**src/rtl/inv_mix_columns_iter.sv**
```systemverilog
// Iterative AES InvMixColumns engine: one 32-bit column per clock, 4-cycle latency.
// Define INV_MIX_FWD_EN to add a fwd_mode input selecting the forward MixColumns matrix.
module inv_mix_columns_iter (
   input  logic         clk,
   input  logic         rst_n,
   input  logic [127:0] in_state,
   input  logic         in_valid,
   output logic         in_ready,
`ifdef INV_MIX_FWD_EN
   input  logic         fwd_mode,
`endif
   output logic [127:0] out_state,
   output logic         out_valid,
   input  logic         out_ready
);

   typedef enum logic [1:0] {IDLE = 2'd0, BUSY = 2'd1, DONE = 2'd2} state_t;

   state_t       state;
   logic [1:0]   col;
   logic [127:0] work;
   logic [31:0]  col_in;
   logic [31:0]  col_out;
`ifdef INV_MIX_FWD_EN
   logic         fwd_q;
`endif

   function automatic logic [7:0] xtime(input logic [7:0] a);
      return {a[6:0], 1'b0} ^ (a[7] ? 8'h1B : 8'h00);
   endfunction

   function automatic logic [31:0] inv_col(input logic [31:0] c);
      logic [7:0] a  [4];
      logic [7:0] x2 [4];
      logic [7:0] x4 [4];
      logic [7:0] x8 [4];
      logic [7:0] m9 [4];
      logic [7:0] mb [4];
      logic [7:0] md [4];
      logic [7:0] me [4];
      logic [7:0] b  [4];
      for (int i = 0; i < 4; i++) begin
         a[i]  = c[8*i +: 8];
         x2[i] = xtime(a[i]);
         x4[i] = xtime(x2[i]);
         x8[i] = xtime(x4[i]);
         m9[i] = x8[i] ^ a[i];
         mb[i] = x8[i] ^ x2[i] ^ a[i];
         md[i] = x8[i] ^ x4[i] ^ a[i];
         me[i] = x8[i] ^ x4[i] ^ x2[i];
      end
      b[0] = me[0] ^ mb[1] ^ md[2] ^ m9[3];
      b[1] = m9[0] ^ me[1] ^ mb[2] ^ md[3];
      b[2] = md[0] ^ m9[1] ^ me[2] ^ mb[3];
      b[3] = mb[0] ^ md[1] ^ m9[2] ^ me[3];
      return {b[3], b[2], b[1], b[0]};
   endfunction

`ifdef INV_MIX_FWD_EN
   function automatic logic [31:0] fwd_col(input logic [31:0] c);
      logic [7:0] a  [4];
      logic [7:0] m2 [4];
      logic [7:0] m3 [4];
      logic [7:0] b  [4];
      for (int i = 0; i < 4; i++) begin
         a[i]  = c[8*i +: 8];
         m2[i] = xtime(a[i]);
         m3[i] = m2[i] ^ a[i];
      end
      b[0] = m2[0] ^ m3[1] ^ a[2]  ^ a[3];
      b[1] = a[0]  ^ m2[1] ^ m3[2] ^ a[3];
      b[2] = a[0]  ^ a[1]  ^ m2[2] ^ m3[3];
      b[3] = m3[0] ^ a[1]  ^ a[2]  ^ m2[3];
      return {b[3], b[2], b[1], b[0]};
   endfunction
`endif

   // Single-column datapath: select the current column, transform, write back.
   assign col_in = work[{col, 5'd0} +: 32];

`ifdef INV_MIX_FWD_EN
   assign col_out = fwd_q ? fwd_col(col_in) : inv_col(col_in);
`else
   assign col_out = inv_col(col_in);
`endif

   assign in_ready  = (state == IDLE);
   assign out_valid = (state == DONE);
   assign out_state = work;

   always_ff @(posedge clk or negedge rst_n) begin
      if (!rst_n) begin
         state <= IDLE;
         col   <= 2'd0;
         work  <= '0;
`ifdef INV_MIX_FWD_EN
         fwd_q <= 1'b0;
`endif
      end else begin
         case (state)
            IDLE: begin
               if (in_valid) begin
                  work  <= in_state;
                  col   <= 2'd0;
                  state <= BUSY;
`ifdef INV_MIX_FWD_EN
                  fwd_q <= fwd_mode;
`endif
               end
            end
            BUSY: begin
               work[{col, 5'd0} +: 32] <= col_out;
               col <= col + 2'd1;
               if (col == 2'd3) state <= DONE;
            end
            DONE: begin
               if (out_ready) state <= IDLE;
            end
            default: state <= IDLE;
         endcase
      end
   end

endmodule
```
**config.mk**
```make
export PLATFORM = sky130hd
export DESIGN_NAME = inv_mix_columns_iter
export DESIGN_NICKNAME = d
export VERILOG_FILES = /design/src/rtl/inv_mix_columns_iter.sv
export SDC_FILE = /design/constraint.sdc
export NUM_CORES = 1
export LEC_CHECK = 0
export CORE_MARGIN = 2
export CORE_UTILIZATION = 40
export DETAILED_ROUTE_END_ITERATION = 6
export MAX_ROUTING_LAYER = met4
export PLACE_DENSITY_LB_ADDON = 0.2
export SKIP_CTS_REPAIR_TIMING = 1
export SYNTH_ARGS = -nofsm -noshare
export SYNTH_HDL_FRONTEND = slang
export SYNTH_SLANG_ARGS = --single-unit
```
**constraint.sdc**
```tcl
create_clock -name clk -period 4.8 [get_ports clk]
set_input_delay 0.72 -clock clk [delete_from_list [all_inputs] [get_ports clk]]
set_output_delay 0.72 -clock clk [all_outputs]
set_load 0.005 [all_outputs]
```
== Word level (Yosys, flattened, before mapping) ==
Index checks and enable logic that the tools add are counted.
Widths: inputs -> output; s select.

* $add $sub $neg: 2
* Equality and inequality tests: 6
* Shift operators: 3
* Mux-type cells: 21
* Bitwise operators: 48
* Reduce and logical (&&, ||, !) cells: 4

{| class="wikitable"
|+ Operators by type and width
! cell !! count
|-
| $xor 8x8->8 || 36
|-
| $pmux 128 s2 || 1
|-
| $bwmux 128 || 1
|-
| $mux 128 || 1
|-
| $shift 32x9->128 const A || 1
|-
| $shiftx 128x8->32 || 1
|-
| $shiftx 32x9->128 || 1
|-
| $xor 8x5->8 || 12
|-
| $mux 5 || 12
|-
| $neg 7->9 || 1
|-
| $mux 2 || 4
|-
| $pmux 2 s3 || 1
|-
| $eq 2x2->1 const B || 2
|-
| $ne 2x2->1 const B || 2
|-
| $pmux 2 s2 || 1
|-
| $reduce_and 3->1 || 1
|-
| $add 2x1->2 const B || 1
|-
| $eq 2x1->1 const B || 1
|-
| $logic_not 2->1 || 1
|-
| $ne 2x1->1 const B || 1
|-
| $reduce_and 2->1 || 1
|-
| $reduce_bool 2->1 || 1
|}

* Register bits: 132
* Input port bits: 132
* Output and inout port bits: 130
* Word-level logic and storage cells: 87

== Longest topological paths before layout ==
Gate-level depths: netlist of the first run.

* Word-level depth: 15
* Mapped depth: 12

== Worst setup path after synthesis of the first run ==
Ideal clock, no wire load.

* Path type: register to register
* Start: register col[0]
* End: register work[60] (netlist: out_state[60])
* Data arrival time: 2991 ps
* Data required time: 4681 ps
* Path slack: 1690 ps
* Cell stages (with the launch flop): 12
* Path buffers: 4
* Cells stage by stage: dfrtp_1 > buf_6 > buf_12 > buf_12 > buf_6 > mux4_2 > xor2_2 > xnor2_2 > xnor3_1 > xnor2_1 > o211ai_1 > o21a_1

* Longest elaborated chain between the ends: 13
* Elaborated cells on any way between the ends: 66
* Those cells by class: add/sub: 1; shift: 3; mux: 14; bitwise: 48

{| class="wikitable"
|+ RTL lines
! item !! line !! text
|-
| from (decl) || 20 || <nowiki>logic [1:0] col;</nowiki>
|-
| from (signal assigned) || 113 || <nowiki>col <= col + 2'd1;</nowiki>
|-
| $shiftx 128x8->32 || 79 || <nowiki>assign col_in = work[{col, 5'd0} +: 32];</nowiki>
|-
| $xor 8x5->8 or $mux 5 (tied branches) (2 in series) || 29 || <nowiki>return {a[6:0], 1'b0} ^ (a[7] ? 8'h1B : 8'h00);</nowiki>
|-
| $mux 5 or $xor 8x5->8 (tied branches) || 29 ||
|-
| $xor 8x5->8 || 29 ||
|-
| $xor 8x8->8 (on tied branches) || 49, 50, 48 ||
|-
| $xor 8x8->8 (on tied branches) || 50, 48, 49 ||
|-
| $xor 8x8->8 (on tied branches) (3 in series) || -- ||
|-
| $shiftx 32x9->128 || 112 || <nowiki>work[{col, 5'd0} +: 32] <= col_out;</nowiki>
|-
| $bwmux 128 (*) || 112 ||
|-
| $pmux 128 s2 (*) || 100 || <nowiki>case (state)</nowiki>
|-
| to (signal assigned) || 103 || <nowiki>work <= in_state;</nowiki>
|-
| to (signal, indexed assignment) || 112 ||
|-
| to (decl) || 21 || <nowiki>logic [127:0] work;</nowiki>
|}

Every way passes the cells marked *; elsewhere a longest branch is shown, timed or not.
A chain may end at the register's enable or synchronous reset.

== Worst setup path after layout of the first run ==
* Start: register col[0]
* End: register work[12] (netlist: out_state[12])

Same word-level chain as after synthesis.

==> results.md, run 1 <==
* Gr ovfl total at 0
* Post-route ant nets at 0
* CTS root buffer: clkbuf_16
* Setup TNS at 0 ns
* Top cell type's share of synthesized area at 0.362
* Worst EP arrival at 4.28 ns
* Die width at 155 µm
* Most frequent cells in the layout: clkdlybuf4s50_1, dfrtp_1, xnor2_1, nor2_1, a21oi_1
* Relative slew slack at 0.215
* Vias in the first global route at 8242
* Clk_skew at 0.0126 ns
* Initial drt markers at 607
* Area grow syn2layout at 36.0%
* Final setup violation count at 0
* Antenna cells at 0
* Layout cell share with drive strength beyond 1 at 0.0949
* Minimum clock period after layout at approximately 3.9 ns
* H-tree depth at 4
* Filler instances at 1920
* Mux share of post-synthesis cell area at 0.0802
* Met1 usage at 0.386
* Post-route insts no fill at 1381
* Clock latency on the worst-skew pair at 0.44 ns
* Synth Area in XOR/XNOR at 0.242
* Met3 usage at 0.0538
* Startpoint Class: flip-flop
* Core Box Area at roughly 23000 µm²
* Largest net degree at the start of global routing at 104
* Total CTS buffers at 17
* Seq/Total Area, Yosys at 0.362
* Cell Rows at 55
* Max Buffers Root-to-Sink at 2
* Final wirelength at roughly 34000 µm
* Hold/Removal Path Class: in -> async
* Ys Warns at 0
* Synth area leaders: dfrtp_1, xnor2_1, mux4_2
* Clock sink total at 132
* CP required at approximately 5.2 ns
* Syn avg cell area at 10.6 µm²
* CP endpoint kind: flip-flop
* Number of I/O port buffers at 261
* GR Util met2 at 0.457
* Simple-gate share of the synthesized area at 0.0716
* Commonest non-fill, non-tap cell in the layout: clkdlybuf4s50_1
* DRC at 0
* RSZ-0062 raised after global routing: false
* R2r worst-path depth at 8
* Seq cells post-synth at 132
* Area of the multi-input gates at between 5000 and 6000 µm²
* Placed cell count at 1349
* Chip Height at around 160 µm
* FMAX at 0.255 GHz
* Sequential Area at between 3000 and 4000 µm²
* Synth cell types at 35
* First-pass GRT wire length at between 50000 and 60000 µm
* Overall routing resource usage at 0.294
* Syn Inst Count at 863
* WS Path Type: reg -> reg
* Status: complete, no violations
* Mapped Area at 9130 µm²
* Largest family of logic cells by synthesized area: XOR/XNOR gates
* Fin. Hold Viols at 0
* Mapped Nets at 999
* Dpl hpwl at 24800 µm
* Post-synthesis compound-gate area fraction at 0.190
* Layout net count at between 1000 and 1500
* Biggest area consumer among synthesized cells: dfrtp_1
* Synth Area in Adders at 0.00548
* Max-slew violations at 0
* Placer congestion estimate at 0.936
* Clock-pin slew on the worst setup and hold paths at 0.06 ns
* Initial antenna violation count at 0
* DR vias at around 8000
* CTS tree: done
* Die ar. at ~24000 µm²
* Tcrit/Tclk final at 0.817
* Max Cap Viol at 0
* 1st-pass router iterations at 5
* Routed wire length per instance at roughly 25 µm
* Crit path max fanout at 12
* Hold slack at 0.424 ns
* I/O pin count at 262
* Top Usage Layer GRT: met2
* Initial core utilization at 0.406
* Measured slew at the worst slew-check pin at 1.18 ns
* Via density per instance at 5.79
-- metal layers --
layer,part of all wire,vias up
met1,0.41,3998
met3,0.076,73
met4,0.031,0
met2,0.48,403
met5,0,-
li1,-,3522
-- Yosys cell counts, drive strengths merged --
master,count
a21oi,101
a22oi,40
a2bb2oi,48
a31oi,4
and2,1
and4,2
buf,26
clkbuf,49
dfrtp,132
ha,4
inv,5
mux4,32
nand2,53
nand2b,2
nand4,3
nor2,102
nor2b,1
nor3,2
o211ai,28
o21a,28
o21ai,10
o21bai,1
o2bb2ai,1
xnor2,131
xnor3,24
xor2,31
xor3,2
-- sequential cells by signal, indices dropped and copies added, names as in the netlist --
name	count
col	2
state	2
out_state	128
-- area by class of cell --
cell class | instances | area share
Clock buffer | 17 | 0.0343
Clock inverter | 15 | 0.0109
Inverter | 5 | 0.00151
Multi-Input combinational cell | 651 | 0.438
Sequential cell | 132 | 0.266
Tap cell | 285 | 0.0287
Timing Repair Buffer | 276 | 0.221
-- kinds of logic after synthesis --
| kind of cell | after synthesis |
|---|---|
| flops | 132 |
| buf+inv | 80 |
| simple gates | 166 |
| mux | 32 |
| xor+xnor | 188 |
| fa+ha+maj | 4 |
| compound gates | 261 |
-- through the flow --
step | area (µm²) | util | setup WS (ns)
final | 12400 | 0.552 | 0.876
after global routing | 12400 | 0.552 | 0.670
after CTS | 12400 | 0.552 | 0.855
after detailed placement | 11900 | 0.527 | 0.871
after global placement | 11900 | 0.527 | 0.863
after floorplan | 9130 | - | 1.69
-- critical path: stages, from the launching register on --
cell and delay [ns]:
dfrtp_2 0.63, buf_4 0.37, mux4_2 0.69, xnor2_4 0.33
xnor3_1 0.58, xor3_1 0.46, xnor2_1 0.45, a22oi_1 0.14
a21oi_1 0.18
-- path summary, 6_finish.rpt --
kind / startpoint / to / slack [ns]
max in group asynchronous: rst_n / out_state[2]$_DFFE_PN0P_ / 3.39
worst max register to register: col[0]$_DFFE_PN0P_ / out_state[12]$_DFFE_PN0P_ / 0.88
worst max-delay path: col[0]$_DFFE_PN0P_ / out_state[12]$_DFFE_PN0P_ / 0.88
worst min register to register: out_state[29]$_DFFE_PN0P_ / out_state[29]$_DFFE_PN0P_ / 0.52
worst min-delay path: rst_n / out_state[0]$_DFFE_PN0P_ / 0.42
min in group clk: out_state[29]$_DFFE_PN0P_ / out_state[29]$_DFFE_PN0P_ / 0.52
Power of run 1 is left out: the tool's default activity adds up to more than one toggle a clock period on the data nets, which glitch-free logic cannot reach.
==> run 2: changes to the inputs <==
Clock period 4.8 ns to 3.41 ns, I/O delays scaled along.
==> run 2 against run 1 <==
  * First-iteration DRC count up 8.6%
  * Non-clock buffer count up 56
  * Die area stayed put
  * Clock-buffer cell count is the same
  * Cell area up 4.4%
==> results.md, run 2 (same netlist as run 1, synthesis figures left out) <==
* Status: complete, no violations (unchanged)
* Cell Rows at 55 (unchanged)
* CP endpoint kind: flip-flop (unchanged)
* Routed wl met3 at 2240 µm (was 2600 µm)
* Clk_skew at 0.0116 ns (was 0.0126 ns)
* Post-route insts no fill at 1437 (was 1381)
* CTS root buffer: clkbuf_16 (unchanged)
* Layout net count at 1275 (was 1219)
* WL met1 at 14300 µm (was 14000 µm)
* Clock-pin slew on the worst setup and hold paths at 0.07 ns (was 0.06 ns)
* Gr ovfl total at 0 (unchanged)
* Initial antenna violation count at 0 (unchanged)
* Relative slew slack at 0.258 (was 0.215)
* Minimum clock period after layout at 3.28 ns (was 3.92 ns)
* Slowest-stage cell, CP: mux4_2 (unchanged)
* Startpoint Class: flip-flop (unchanged)
* Initial drt markers at 659 (was 607)
* Final setup violation count at 0 (unchanged)
* Fin. Hold Viols at 0 (unchanged)
* WS Path Type: reg -> reg (unchanged)
* H-tree depth at 4 (unchanged)
* Crit path top cell by count: xnor3_1
* Vias in the first global route at 8450 (was 8242)
* Setup ws final at 0.129 ns (was 0.876 ns)
* Tcrit/Tclk final at 0.962 (was 0.817)
* Max reg flops at 128 (unchanged)
* Die width at 155 µm (unchanged)
* First-pass GRT wire length at 51500 µm (was 50900 µm)
* Layout cell share with drive strength beyond 1 at 0.142 (was 0.0949)
* Post-route ant nets at 0 (unchanged)
* Top Metal Used: met4 (unchanged)
* Number of I/O port buffers at 261 (unchanged)
* Crit path max fanout at 13 (was 12)
* DRC at 0 (unchanged)
* Area grow syn2layout at 42.1% (was 36.0%)
* Max Buffers Root-to-Sink at 2 (unchanged)
* Crit path largest cell delay at 0.65 ns (was 0.69 ns)
* Dpl ws at -0.0327 ns (was 0.871 ns)
* Measured slew at the worst slew-check pin at 1.11 ns (was 1.18 ns)
* Dpl hpwl at 25100 µm (was 24800 µm)
* Hold/Removal Path Class: in -> async (unchanged)
* Antenna cells at 0 (unchanged)
* Worst EP arrival at 3.58 ns (was 4.28 ns)
* CTS tree: done (unchanged)
* 1st-pass router iterations at 5 (unchanged)
* Placer congestion estimate at 0.954 (was 0.936)
* Clock sink total at 132 (unchanged)
* Placed cell count at 1397 (was 1349)
* Initial core utilization at 0.406 (unchanged)
* Clock latency on the worst-skew pair at 0.43 ns (was 0.44 ns)
* Chip Height at 155 µm (unchanged)
* Crit-path cells: mux4_2 -> xnor3_1 -> xor3_1 -> xor2_1 -> xnor3_1 -> nand2_1 -> a31oi_1 (was buf_4 -> mux4_2 -> xnor2_4 -> xnor3_1 -> xor3_1 -> xnor2_1 -> a22oi_1 -> a21oi_1)
* FMAX at 0.305 GHz (was 0.255 GHz)
* DR vias at 8082 (was 7996)
* Filler instances at 1915 (was 1920)
* Commonest non-fill, non-tap cell in the layout: clkdlybuf4s50_1 (unchanged)
* Die ar. at 24000 µm² (unchanged)
* Met2 WL at 16600 µm (was 16400 µm)
* Max Cap Viol at 0 (unchanged)
* CP required at 3.71 ns (was 5.16 ns)
* Max-slew violations at 0 (unchanged)
* Largest net degree at the start of global routing at 116 (was 104)
* Core Box Area at 22500 µm² (unchanged)
* Final wirelength at 33700 µm (was 34000 µm)
* I/O pin count at 262 (unchanged)
* Via density per instance at 5.62 (was 5.79)
* Routed wire length per instance at 23.5 µm (was 24.7 µm)
* Overall routing resource usage at 0.293 (was 0.294)
* Most frequent cells in the layout: clkdlybuf4s50_1, dfrtp_1, xnor2_1, nor2_1, a21oi_1 (unchanged)
* Total CTS buffers at 17 (unchanged)
* RSZ-0062 raised after global routing: true (was false)
## run 2: cell types whose count changed in the layout (fill, tap and decap cells not counted)
| cell | change |
|---|---|
| dfrtp_4 | +1 |
| buf_6 | +1 |
| xor2_2 | -1 |
| xnor2_1 | -3 |
| dfrtp_1 | -1 |
| buf_4 | +50 |
| inv_6 | -2 |
| xor2_4 | +1 |
| buf_12 | +5 |
| clkinvlp_4 | -1 |
| xnor2_2 | +3 |
| inv_8 | +2 |
| bufinv_16 | +1 |
## run 2: path summary, 6_finish.rpt
path / startpoint / endpoint / slack [ns] / cells after the start
worst min-delay path: rst_n / col[1]$_DFFE_PN0P_ / 0.23 / 1
max in group asynchronous: rst_n / out_state[73]$_DFFE_PN0P_ / 2.31 / 2
worst min register to register: out_state[38]$_DFFE_PN0P_ / out_state[38]$_DFFE_PN0P_ / 0.53 / 1
worst max-delay path: col[0]$_DFFE_PN0P_ / out_state[3]$_DFFE_PN0P_ / 0.13 / 7
min in group clk: out_state[38]$_DFFE_PN0P_ / out_state[38]$_DFFE_PN0P_ / 0.53 / 1
worst max register to register: col[0]$_DFFE_PN0P_ / out_state[3]$_DFFE_PN0P_ / 0.13 / 7
## run 2: layout make-up
| class | instances | area (µm²) | share of cell area |
|---|---|---|---|
| multi-input cells | 651 | 5470 | 0.422 |
| flip-flops and latches | 132 | 3310 | 0.255 |
| repair buffers | 332 | 3230 | 0.249 |
| clock buffers | 17 | 425 | 0.0328 |
| well taps | 285 | 357 | 0.0275 |
| clock inverters | 15 | 163 | 0.0125 |
| inverters | 5 | 18.8 | 0.00145 |
## run 2: critical path, delay by kind of cell, from the launching register on
family           cells  cell delay [ns]
XOR/XNOR             4             1.72
multiplexers         1             0.65
flip-flops           1             0.57
AND/OR/NAND/NOR      1             0.12
AO/OA/AOI/OAI        1             0.09
## run 2: layer usage
layer,track usage,up-vias
met5,-,-
met4,0.0657,0
met3,0.0454,37
met2,0.480,353
met1,0.387,4057
li1,-,3635
## run 2: stage by stage
| stage | TNS, ns | util | hold WS [ns] | cell area (µm²) |
|---|---|---|---|---|
| 2_1_floorplan | 0 | - | 0.216 | 9130 |
| 3_3_place_gp | -0.00863 | 0.546 | 0.506 | 12300 |
| 3_5_place_dp | -0.160 | 0.546 | 0.499 | 12300 |
| 4_1_cts | -0.317 | 0.572 | 0.308 | 12900 |
| 5_1_grt | -0.0908 | 0.576 | 0.333 | 13000 |
| 6_report | 0 | 0.576 | 0.229 | 13000 |
Power of run 2 is left out for the same reason.
